### config.mk
export PLATFORM = sky130hd
export DESIGN_NAME = bit_xor_scheduler
export DESIGN_NICKNAME = d
export VERILOG_FILES = /design/src/rtl/bit_xor_scheduler.sv
export SDC_FILE = /design/constraint.sdc
export NUM_CORES = 1
export LEC_CHECK = 0
export BUFFER_PORTS_ARGS = -buffer_cell sky130_fd_sc_hd__buf_4
export CORE_ASPECT_RATIO = 1.5
export CORE_MARGIN = 8
export CORE_UTILIZATION = 54
export DETAILED_ROUTE_END_ITERATION = 16
export PLACE_DENSITY = 0.84
export SKIP_CTS_REPAIR_TIMING = 1
export SYNTH_ARGS = -nofsm -noshare
export SYNTH_HDL_FRONTEND = slang
export SYNTH_SLANG_ARGS = --single-unit
### constraint.sdc
create_clock -name clk_in -period 4.3 [get_ports clk_in]
set_clock_uncertainty 0.15 [all_clocks]
set_input_delay 0.215 -clock clk_in [delete_from_list [all_inputs] [get_ports clk_in]]
set_output_delay 0.215 -clock clk_in [all_outputs]
set_load 0.005 [all_outputs]
### src/rtl/bit_xor_scheduler.sv
// Round-robin scheduler that shares one external 1-bit XOR between two requesters.
// Operands are streamed LSB-first through the XOR, one bit per clock.
module bit_xor_scheduler #(
  parameter int WIDTH = 8
) (
  input  logic             clk_in,
  input  logic             rst_in,
  input  logic             req0_valid_in,
  output logic             req0_ready_out,
  input  logic [WIDTH-1:0] req0_a_in,
  input  logic [WIDTH-1:0] req0_b_in,
  input  logic             req1_valid_in,
  output logic             req1_ready_out,
  input  logic [WIDTH-1:0] req1_a_in,
  input  logic [WIDTH-1:0] req1_b_in,
  output logic             xor_a_out,
  output logic             xor_b_out,
  input  logic             xor_y_in,
  output logic             rsp_valid_out,
  input  logic             rsp_ready_in,
  output logic             rsp_id_out,
  output logic [WIDTH-1:0] rsp_y_out,
  output logic             busy_out
);

  localparam int CW = (WIDTH > 1) ? $clog2(WIDTH) : 1;
  localparam logic [CW-1:0] LAST_BIT = CW'(WIDTH - 1);

  typedef enum logic [1:0] {
    IDLE  = 2'd0,
    SHIFT = 2'd1,
    RESP  = 2'd2
  } state_t;

  state_t           state_q, state_d;
  logic [CW-1:0]    cnt_q, cnt_d;
  logic [WIDTH-1:0] aOp_q, aOp_d;
  logic [WIDTH-1:0] bOp_q, bOp_d;
  logic [WIDTH-1:0] yRes_q, yRes_d;
  logic             id_q, id_d;
  logic             lastGrant_q, lastGrant_d;

  logic             anyValid;
  logic             grantId;
  logic             inIdle;
  logic             inShift;

  assign inIdle  = (state_q == IDLE);
  assign inShift = (state_q == SHIFT);

  // On a tie the requester that did not win last time is favoured.
  always_comb begin
    anyValid = req0_valid_in | req1_valid_in;
    grantId  = 1'b0;
    if (req0_valid_in && req1_valid_in) begin
      grantId = ~lastGrant_q;
    end else begin
      grantId = req1_valid_in;
    end
  end

  assign req0_ready_out = inIdle & anyValid & ~grantId;
  assign req1_ready_out = inIdle & anyValid & grantId;

  assign xor_a_out = inShift ? aOp_q[cnt_q] : 1'b0;
  assign xor_b_out = inShift ? bOp_q[cnt_q] : 1'b0;

  assign rsp_valid_out = (state_q == RESP);
  assign rsp_id_out    = id_q;
  assign rsp_y_out     = yRes_q;
  assign busy_out      = ~inIdle;

  always_comb begin
    state_d     = state_q;
    cnt_d       = cnt_q;
    aOp_d       = aOp_q;
    bOp_d       = bOp_q;
    yRes_d      = yRes_q;
    id_d        = id_q;
    lastGrant_d = lastGrant_q;
    case (state_q)
      IDLE: begin
        if (anyValid) begin
          aOp_d       = grantId ? req1_a_in : req0_a_in;
          bOp_d       = grantId ? req1_b_in : req0_b_in;
          id_d        = grantId;
          lastGrant_d = grantId;
          cnt_d       = '0;
          state_d     = SHIFT;
        end
      end
      SHIFT: begin
        yRes_d[cnt_q] = xor_y_in;
        if (cnt_q == LAST_BIT) begin
          state_d = RESP;
        end else begin
          cnt_d = cnt_q + CW'(1);
        end
      end
      RESP: begin
        if (rsp_ready_in) begin
          state_d = IDLE;
        end
      end
      default: begin
        state_d = IDLE;
      end
    endcase
  end

  always_ff @(posedge clk_in) begin
    if (rst_in) begin
      state_q     <= IDLE;
      cnt_q       <= '0;
      aOp_q       <= '0;
      bOp_q       <= '0;
      yRes_q      <= '0;
      id_q        <= 1'b0;
      lastGrant_q <= 1'b1;
    end else begin
      state_q     <= state_d;
      cnt_q       <= cnt_d;
      aOp_q       <= aOp_d;
      bOp_q       <= bOp_d;
      yRes_q      <= yRes_d;
      id_q        <= id_d;
      lastGrant_q <= lastGrant_d;
    end
  end

endmodule

After elaboration in Yosys (flattened, before gate mapping)

Cells that the tools add are included.

Equality and inequality tests: 7
Bitwise operators: 7
Magnitude comparators: 2
Add/sub/neg operators: 1
Mux-type cells: 19
Reductions and logical operators: 7

Operators with widths:

| cell                                                  | number |
|---|---|
| 2-to-1 mux 8 bit                                      | 2 |
| bitwise mux 8 bit                                     | 1 |
| binary-select mux 1 bit (select 3 bit)                | 2 |
| 2-to-1 mux 1 bit                                      | 6 |
| 2-to-1 mux 2 bit                                      | 3 |
| 2-to-1 mux 3 bit                                      | 2 |
| case mux 2 bit (3 select lines)                       | 1 |
| case mux 3 bit (2 select lines)                       | 1 |
| AND reduction 3 bit                                   | 2 |
| < comparator 3 x 4 -> 1 bit, second input constant    | 1 |
| inequality test 2 x 1 -> 1 bit, second input constant | 2 |
| inequality test 2 bit, second input constant          | 2 |
| adder 3 x 1 -> 3 bit, second input constant           | 1 |
| AND 1 bit                                             | 3 |
| demux 1 bit (select 3 bit)                            | 1 |
| equality test 3 bit, second input constant            | 1 |
| >= comparator 3 x 1 -> 1 bit, second input constant   | 1 |
| inverter 1 bit                                        | 3 |
| equality test 2 x 1 -> 1 bit, second input constant   | 1 |
| equality test 2 bit, second input constant            | 1 |
| logical AND 1 bit                                     | 2 |
| zero test 2 bit                                       | 1 |
| AND reduction 2 bit                                   | 1 |
| nonzero test 2 bit                                    | 1 |
| OR 1 bit                                              | 1 |

Word-level logic and storage cells: 50
Bits in registers: 31
Bits of input ports: 38

Depth between registers and ports, before layout

Depth after elaboration: 5
Gate-level depth with buffers: 5

Least setup slack after synthesis

Ideal clock, no wire load.

Path kind: register to output
Start: register cnt_q[1]
End: output port xor_b_out
Cell stages (with the launch flop): 5
Path buffers: 1
Slack: 2.733 ns
Data required time: 3.935 ns
Arrival: 1.202 ns
Cell sequence: dfxtp_1 > buf_6 > mux2_4 > or3_1 > and4b_1

Longest elaborated chain between the ends: 3

RTL lines:

| what                                   | line | RTL |
|---|---|---|
| start: declaration                     | 36   | `logic [CW-1:0] cnt_q, cnt_d;` |
| start signal: assignment               | 122  | `cnt_q <= cnt_d;` |
| binary-select mux 1 bit (select 3 bit) | 66   | `assign xor_b_out = inShift ? bOp_q[cnt_q] : 1'b0;` |
| 2-to-1 mux 1 bit (implied by the code) | 66   |  |
| 2-to-1 mux 1 bit                       | 66   |  |
| end: declaration                       | 17   | `output logic xor_b_out,` |

Every way passes these cells. The select of a mux whose other input is x is not followed.

Worst setup path in the final report

Ends and elaborated chain as after synthesis.

==> results.md <==
* First-pass GRT wire length at just under 7000 um
* Commonest non-fill, non-tap cell in the layout: buf_4
* Skew-Pair Late Insertion Delay at roughly 280 ps
* DR WL/cell at ~15 um
* Simple-gate share of the synthesized area at 0.255
* Commonest non-fill, non-tap cells in the layout: buf_4, nand3_1, dfxtp_1
* Compound-cell area share of the yosys netlist at 0.232
* Fin crit period at 2300 ps
* Final hold vios at 0
* Antenna diodes at 0
* P&R area growth vs syn at 25.1%
* Worst Path Class, Setup: flop to primary output
* Layout cells sized above 1 at 0.268
* CP Launch Point: cnt_q[1]
* Initial antenna violation count at 0
* Post-synthesis xor/xnor area fraction at 0
* ANT nets after route at 0
* Placer Congestion at 0.776
* Die extent in y at ~84 um
* Crit end category: primary output
* Clock-pin slew on the worst setup and hold paths at 60 ps
* Sequential-to-total area share from yosys stat at 0.378
* Power per Cell Area at roughly 310 nW/um2
* DR vias at 1619
* FF-to-FF path depth at 4
* Final period utilization at 0.536
* Syn_area_per_cell at around 8.3 um2
* Placed cells at 270
* Port bufs at 52
* Hold slack at 57.0 ps
* Starting density of the core at 0.564
* Initial DRC count at between 80 and 90
* Io pins at between 50 and 60
* Synth Cell Area at 1640 um2
* Async set-or-reset flop fraction in the synthesized netlist at 0
* Hold Crit Start: req0_a_in[1]
* Mux cell area share after synthesis at 0.0465
* Worst Setup Start Kind: flop
* Num rows at 24
* Mapped Nets at about 240
* Gr ovfl total at 0
* Drt first pass iters at 4
* Filler cells at roughly 250
* CTS Buf Count at 5
* Prevailing post-synth register cell: dfxtp_1
* WL final at 4240 um
* Final setup vio count at 0
* Critical Path AT at 1940 ps
* Run status: completed
* Post-synthesis adder-cell area fraction at 0.0152
* Share of the synthesized area in the top cell type at 0.378
* Slew Limit Fails at 0
* Die area at 5100 um2
* Leak at 0.790 nW
* Classification of the worst-slack hold path: primary input to flop
* Worst slew margin at 0.282
* Setup_tns at 0 ps
* Worst VDD drop at ~0.00024 V
* Largest net degree at the start of global routing at 32
* Multi-input logic area at around 900 um2
* Core ar. at around 2900 um2
* DRC Markers at 0
* Clock tree buffer depth at 2
* Cell variety after synth at 36
* Htree depth at 2
* FF-to-FF Start: state_q[1]
* Post-DP HPWL at between 3000 and 4000 um
* Clock Tree Root: clkbuf_8
* Largest area contributor in the netlist: dfxtp_1
* TritonCTS clock tree: yes
* Crit path max fanout at 17
* Finished Layout Cells at roughly 280
* CP Data Required Time at slightly below 4000 ps
* Number of max-cap violations at 0
* Vias in the first global route at between 1500 and 2000
* Via-to-Cell Ratio at just under 6
* Final #Nets at about 280
* Top cells by area, synth: dfxtp_1, nand3_1, o21ai_0
* Synthesized flop and latch total at 31
* Register area at approximately 620 um2
* RSZ-0062 raised after global routing: no
* Highest clock rate at approximately 430 MHz
* Total of warnings raised by yosys at 0
* Clk sink count at 31
* Die Wd at just over 60 um
* Largest family of logic cells by synthesized area: simple AND/OR/NAND/NOR gates
* GRT Total Usage at 0.170
* Hold Crit Depth at 3
* Post-synth EDFFs at 0
* Syn Inst Count at about 200
* Worst-Margin Slew at 1070 ps
==> worst paths after layout <==
kind,end,slack [ps]
worst max-delay path,xor_b_out,2000
worst min-delay path,aOp_q[1],60
worst max register to register,aOp_q[2],2330
worst min register to register,rsp_y_out[4],330
==> sequential cells by signal, summed over array words and instances (netlist names) <==
signal       count
aOp_q            8
bOp_q            8
rsp_y_out        8
rsp_id_out       1
cnt_q            3
lastGrant_q      1
state_q          2
==> power breakdown <==
group          leakage [nW]  internal, W  switching [W]  total [W]
Combinational         0.494    0.0000539      0.0000514   0.000105
Clock                0.0422     0.000113       0.000103   0.000216
Sequential            0.254     0.000303      0.0000148   0.000318
Total                 0.790     0.000470       0.000169   0.000640
==> cell usage after synthesis (2+ instances only) <==
cell type,n
nor2_1,2
a31oi_1,17
inv_1,3
buf_6,4
buf_2,5
or3b_1,2
nor2b_1,4
mux2i_1,5
a2111oi_0,2
o21ai_0,24
nand2_1,4
o211ai_1,3
ha_1,2
nand3b_1,3
nand4_1,2
nand3_1,39
o31ai_1,2
nand2b_1,6
dfxtp_1,31
clkbuf_1,9
a21oi_1,14
==> critical path, stage by stage (launching register included) <==
cell and delay (ps):
dfxtp_1 680, mux2_4 340, or3_1 290, and4b_1 210, buf_4 140
==> final cells by class <==
cell class / count / area share
Clock inverter: 1 / 0.00244
Multi-Input combinational cell: 145 / 0.439
Sequential cell: 31 / 0.302
Tap cell: 39 / 0.0238
Inverter: 3 / 0.00548
Timing Repair Buffer: 52 / 0.190
Clock buffer: 7 / 0.0372
==> stage by stage <==
| stage | power (W) | util | cell area [um2] | setup WS (ps) |
|---|---|---|---|---|
| 2_1_floorplan | 0.000385 | - | 1640 | 2730 |
| 3_3_place_gp | 0.000427 | 0.677 | 1970 | 2330 |
| 3_5_place_dp | 0.000429 | 0.677 | 1970 | 2310 |
| 4_1_cts | 0.000641 | 0.705 | 2050 | 2000 |
| 5_1_grt | 0.000667 | 0.705 | 2050 | 1890 |
| 6_report | 0.000640 | 0.705 | 2050 | 2000 |
==> layer usage <==
metal  vias up  track usage  wire, um
met5         -            0         0
li1        814            -         -
met2        45        0.303      2280
met4         0       0.0832        79
met1       753        0.176      1660
met3         7       0.0293       224
==> logic make-up after synthesis <==
family | Yosys count
fa+ha+maj | 2
mux | 7
buf+inv | 22
flops | 31
compound gates | 65
simple gates | 71
Power figures use the tool's default switching activity.
